--- src/rtl/fifo_line_reader.sv ---
// Read-side consumer for the 24-bit line FIFOs: drains one line of LINE_LEN words
// per start pulse onto a valid/ready stream, absorbing FIFO read latency in a skid buffer.
module fifo_line_reader #(
    parameter int DATA_WIDTH = 24,
    parameter int ADDR_WIDTH = 8,
    parameter int LINE_LEN   = 256,
    parameter int OUT_REG    = 0,
    parameter int SKID_DEPTH = 4
) (
    input  logic                  clk_tb,
    input  logic                  tb_rst,
    input  logic                  start,
    output logic                  fifo_rd_en,
    input  logic [DATA_WIDTH-1:0] fifo_rd_data,
    input  logic                  fifo_empty,
    output logic [DATA_WIDTH-1:0] m_data,
    output logic                  m_valid,
    input  logic                  m_ready,
    output logic                  m_last,
    output logic                  busy,
    output logic [ADDR_WIDTH:0]   words_issued,
    output logic                  line_done
);

    localparam int LAT   = 1 + OUT_REG;
    localparam int PTR_W = $clog2(SKID_DEPTH);
    localparam int CNT_W = $clog2(SKID_DEPTH + 1);

    localparam logic [ADDR_WIDTH:0] LEN      = (ADDR_WIDTH + 1)'(LINE_LEN);
    localparam logic [ADDR_WIDTH:0] LAST_IDX = (ADDR_WIDTH + 1)'(LINE_LEN - 1);
    localparam logic [PTR_W-1:0]    PTR_LAST = PTR_W'(SKID_DEPTH - 1);
    localparam logic [CNT_W:0]      OCC_MAX  = (CNT_W + 1)'(SKID_DEPTH);

    typedef enum logic [1:0] {
        IDLE,
        READ,
        FLUSH,
        DONE
    } state_t;

    state_t                state;
    state_t                state_next;
    logic [LAT-1:0]        rd_pipe;
    logic [DATA_WIDTH-1:0] skid_mem [SKID_DEPTH];
    logic [PTR_W-1:0]      wr_ptr;
    logic [PTR_W-1:0]      rd_ptr;
    logic [CNT_W-1:0]      skid_count;
    logic [CNT_W:0]        occupancy;
    logic [ADDR_WIDTH:0]   words_out;
    logic                  start_line;
    logic                  push;
    logic                  pop;

    // Reads in flight already own a skid slot, so they count against the depth.
    assign occupancy  = {1'b0, skid_count} + (CNT_W + 1)'($countones(rd_pipe));
    assign start_line = (state == IDLE) && start;
    assign push       = rd_pipe[LAT-1];
    assign pop        = m_valid && m_ready;

    assign m_valid    = (skid_count != '0);
    assign m_data     = skid_mem[rd_ptr];
    assign m_last     = m_valid && (words_out == LAST_IDX);
    assign busy       = (state == READ) || (state == FLUSH);
    assign line_done  = (state == DONE);
    assign fifo_rd_en = (state == READ) && !fifo_empty &&
                        (words_issued < LEN) && (occupancy < OCC_MAX);

    always_comb begin
        state_next = state;
        case (state)
            IDLE:    if (start) state_next = READ;
            READ:    if (words_issued == LEN) state_next = FLUSH;
            FLUSH:   if (pop && m_last && (rd_pipe == '0)) state_next = DONE;
            DONE:    state_next = IDLE;
            default: state_next = IDLE;
        endcase
    end

    always_ff @(posedge clk_tb or posedge tb_rst) begin
        if (tb_rst) begin
            state        <= IDLE;
            words_issued <= '0;
            words_out    <= '0;
            rd_pipe      <= '0;
            wr_ptr       <= '0;
            rd_ptr       <= '0;
            skid_count   <= '0;
            skid_mem     <= '{default: '0};
        end else begin
            state   <= state_next;
            rd_pipe <= LAT'({rd_pipe, fifo_rd_en});

            if (start_line) begin
                words_issued <= '0;
                words_out    <= '0;
            end else begin
                if (fifo_rd_en) words_issued <= words_issued + 1'b1;
                if (pop)        words_out    <= words_out + 1'b1;
            end

            if (push) begin
                skid_mem[wr_ptr] <= fifo_rd_data;
                wr_ptr           <= (wr_ptr == PTR_LAST) ? '0 : wr_ptr + 1'b1;
            end
            if (pop) begin
                rd_ptr <= (rd_ptr == PTR_LAST) ? '0 : rd_ptr + 1'b1;
            end

            case ({push, pop})
                2'b10:   skid_count <= skid_count + 1'b1;
                2'b01:   skid_count <= skid_count - 1'b1;
                default: skid_count <= skid_count;
            endcase
        end
    end

endmodule

--- config.mk ---
export PLATFORM = sky130hd
export DESIGN_NAME = fifo_line_reader
export DESIGN_NICKNAME = d
export VERILOG_FILES = /design/src/rtl/fifo_line_reader.sv
export SDC_FILE = /design/constraint.sdc
export NUM_CORES = 1
export LEC_CHECK = 0
export ABC_AREA = 1
export CORE_MARGIN = 2
export CORE_UTILIZATION = 55
export DETAILED_ROUTE_END_ITERATION = 6
export GPL_ROUTABILITY_DRIVEN = 0
export GPL_TIMING_DRIVEN = 0
export PLACE_DENSITY = 0.78
export SKIP_CTS_REPAIR_TIMING = 1
export SLEW_MARGIN = 20
export SYNTH_ARGS = -nofsm -noshare
export SYNTH_HDL_FRONTEND = slang
export SYNTH_SLANG_ARGS = --single-unit
--- constraint.sdc ---
create_clock -name clk_tb -period 4.24 [get_ports clk_tb]
set_clock_uncertainty 0.1 [all_clocks]
set_input_delay 0.424 -clock clk_tb [delete_from_list [all_inputs] [get_ports clk_tb]]
set_output_delay 0.424 -clock clk_tb [all_outputs]
set_load 0.01 [all_outputs]
==> metrics.md <==
| Metric | Value |
|---|---|
| Critical path class | reg -> out |
| Total gr overflow | 0 |
| Area of the multi-input gates | 2321 um2 |
| Sequential-to-total area share from yosys stat | 0.5251 |
| Period utilization | 0.7231 |
| Most common cell after layout, fill and taps aside | sky130_fd_sc_hd__nand2_1 |
| Final setup TNS | 0 ns |
| Pin count of the biggest net entering global routing | 85 |
| Vias after detailed routing | 5259 |
| Cells taking the most area after synthesis | sky130_fd_sc_hd__dfrtp_1 53%, sky130_fd_sc_hd__o21ai_0 12%, sky130_fd_sc_hd__nand2_1 9.3%, sky130_fd_sc_hd__nor2_1 4.0%, sky130_fd_sc_hd__inv_1 3.8% |
| Met1 Wirelength | about 6300 um |
| Total routing usage reported by global routing | 0.2849 |
| Worst-margin pin slew | 0.6569 ns |
| Status | complete, no violations |
| Predominant post-synthesis flop cell | sky130_fd_sc_hd__dfrtp_1 |
| Post-synthesis sequential element count | about 120 |
| Die extent in y | between 100 and 150 um |
| Average wire per cell in the routed design | 16.53 um |
| Nets in the synthesized netlist | between 700 and 800 |
| Minimum clock period | 3.066 ns |
| Worst Path Arrival | between 2 and 3 ns |
| Setup repair after global routing missed its margin | no |
| Count of synthesis-stage warnings from yosys | 0 |
| Storage cell area | around 3100 um2 |
| Highest ir drop seen on vdd | 0.0003892 V |
| Total die area | 11590 um2 |
| Endpoint kind of the worst setup timing path | primary output |
| Detailed-route vias per instance | about 5.7 |
| Required time worst endpoint | roughly 3.7 ns |
| Average cell area after synthesis | between 8 and 9 um2 |
| Clock buffer count from CTS | 17 |
| Port Buffer Count | between 60 and 70 |
| Max Root-Sink Buffers | 2 |
| Total standard cell area after synthesis | 5909 um2 |
| Filler Cells Inserted | 803 |
| Placeable core region | between 10000 and 15000 um2 |
| TritonCTS clock tree | built |
| Post-CTS clock slew at the launch and capture registers of the worst setup and hold paths | approximately 0.06 ns |
| Row cnt | 37 |
| Fraction of synthesized cell area taken by the top area cell type | 0.5251 |
| Clock Tree Root | sky130_fd_sc_hd__clkbuf_8 |
| Setup crit start kind | flip-flop |
| HPWL after detailed placement | between 9000 and 10000 um |
| Class of the tightest hold or removal check | in -> async |
| Initial Utilization | 0.5699 |
| # IOs | 67 |
| Yosys top cell by area | sky130_fd_sc_hd__dfrtp_1 |
| DRC marker count from the first detailed-route iteration | around 480 |
| Count of max-cap constraint violations | 0 |
| Dpl cell area | 6773 um2 |
| Pwr per Cell Area | around 760 nW/um2 |
| Vias in the first global route | approximately 5400 |
| Syn-to-layout area delta | 24.45% |
| Final max-slew violation count | 0 |
| DRC violation count after routing | 0 |
| H-tree lvl count | 4 |
| Post-route cell area | 7355 um2 |
| Leakage | about 0.0035 uW |
| Cell variety after synth | 29 |
| Largest fanout of any net on the critical path | 10 |
| Commonest cells after routing, fill and taps aside | 147 x sky130_fd_sc_hd__nand2_1, 142 x sky130_fd_sc_hd__o21ai_0, 124 x sky130_fd_sc_hd__dfrtp_1 |
| Relative max-transition margin | 0.5620 |
| Clock Sink Count | around 120 |
| Worst skew pair latency | around 0.52 ns |
| Count of mapped cells out of synthesis | between 600 and 700 |
| Antenna violations before repair | 0 |
| Share of synthesized registers carrying an async set or reset | 1.000 |
| Detailed-route wire length | 15340 um |
| Net count of the finished layout | 824 |
| Number of detailed-route iterations in the first pass | 7 |
| Hold Violations, Final | 0 |
| Met3 wire length | roughly 1200 um |
| Antenna violation net count after detailed routing | 0 |
| Share of layout cells above drive strength 1 | 0.09596 |
| Number of synthesized flops with an enable pin | 0 |
| Setup-violating endpoint count in the final report | 0 |
| Top routing layer in use | met4 |
| Width of the die | 107.7 um |
| # diodes | 0 |
| Global-route wire length before repair | between 20000 and 30000 um |
| Met2 WL | approximately 7700 um |
| Achievable clock frequency | 0.3262 GHz |
==> layer usage <==
metal | global-route usage | vias up
met5 | 0 | -
met4 | 0.1126 | 0
met3 | 0.07627 | 23
met2 | 0.4668 | 244
met1 | 0.3610 | 2540
li1 | - | 2452
==> power by group <==
group / internal (uW) / total, uW / switching [uW]
combinational: 979 / 2190 / 1210
sequential: 1680 / 2000 / 315
clock: 905 / 1430 / 524
==> layout make-up <==
class / count / share of cell area
Buffer: 37 / 0.03249
Clock buffer: 20 / 0.05920
Clock inverter: 12 / 0.01990
Inverter: 65 / 0.03420
Multi-Input combinational cell: 467 / 0.3156
Sequential cell: 124 / 0.4219
Tap cell: 136 / 0.02314
Timing Repair Buffer: 67 / 0.09357
==> path summary, 6_finish.rpt <==
kind	slack [ns]	end	cells after the start	startpoint
setup / recovery	1.17	m_data[18]	5	rd_ptr[0]
hold / removal	0.19	skid_mem[16]	2	tb_rst
setup reg to reg	2.14	skid_count[2]	11	skid_count[1]
hold reg to reg	0.38	skid_mem[26]	2	skid_mem[26]
max in group asynchronous	3.10	skid_mem[76]	3	tb_rst
min in group clk_tb	0.38	skid_mem[26]	2	skid_mem[26]
==> cell usage after synthesis, types with 2 or more instances <==
cell / count
sky130_fd_sc_hd__o21ai_1: 20
sky130_fd_sc_hd__dfrtp_1: 124
sky130_fd_sc_hd__nand3_2: 2
sky130_fd_sc_hd__a21oi_1: 4
sky130_fd_sc_hd__o21ai_0: 142
sky130_fd_sc_hd__o21ai_2: 3
sky130_fd_sc_hd__nand2_1: 147
sky130_fd_sc_hd__clkbuf_1: 18
sky130_fd_sc_hd__nand2_2: 6
sky130_fd_sc_hd__xnor2_1: 2
sky130_fd_sc_hd__buf_4: 2
sky130_fd_sc_hd__ha_1: 15
sky130_fd_sc_hd__nand4_1: 13
sky130_fd_sc_hd__buf_2: 7
sky130_fd_sc_hd__inv_1: 60
sky130_fd_sc_hd__buf_6: 9
sky130_fd_sc_hd__nand2_4: 3
sky130_fd_sc_hd__nor2_1: 63
sky130_fd_sc_hd__nor2_2: 3
sky130_fd_sc_hd__nand3_1: 14
sky130_fd_sc_hd__o22ai_1: 25
sky130_fd_sc_hd__inv_2: 4
==> critical path, stage by stage, from the launching register on <==
cell,delay [ns]
sky130_fd_sc_hd__dfrtp_1,0.44
sky130_fd_sc_hd__inv_2,0.10
sky130_fd_sc_hd__clkbuf_1,0.51
sky130_fd_sc_hd__o21ai_0,0.18
sky130_fd_sc_hd__o22ai_1,0.22
sky130_fd_sc_hd__clkdlybuf4s50_1,0.58
==> registers in the layout (all words and copies together) (netlist names) <==
signal,flops
skid_mem,96
words_issued,9
words_out,9
skid_count,3
rd_ptr,2
state,2
wr_ptr,2
push,1
==> through the flow <==
stage	total power [uW]	utilization	setup slack, ns	hold slack (ns)	instances
after floorplan	3232	-	0.4168	0.3478	693
after global placement	4044	0.6500	-1.192	0.3610	895
after detailed placement	4151	0.6531	1.773	0.3681	896
after CTS	5615	0.7092	1.169	0.1863	928
after global routing	5989	0.7092	1.013	0.2285	928
final	5615	0.7092	1.174	0.1860	928
==> cell families (layout without fill, tap and decap cells) <==
family	after synthesis	after routing	share of synthesized area
buf+inv	102	201	0.08215
xor+xnor	2	2	0.002965
compound gates	195	195	0.1730
flops	124	124	0.5251
simple gates	254	254	0.1817
fa+ha+maj	16	16	0.03515
Note: power is estimated with default switching activity, not from simulation.
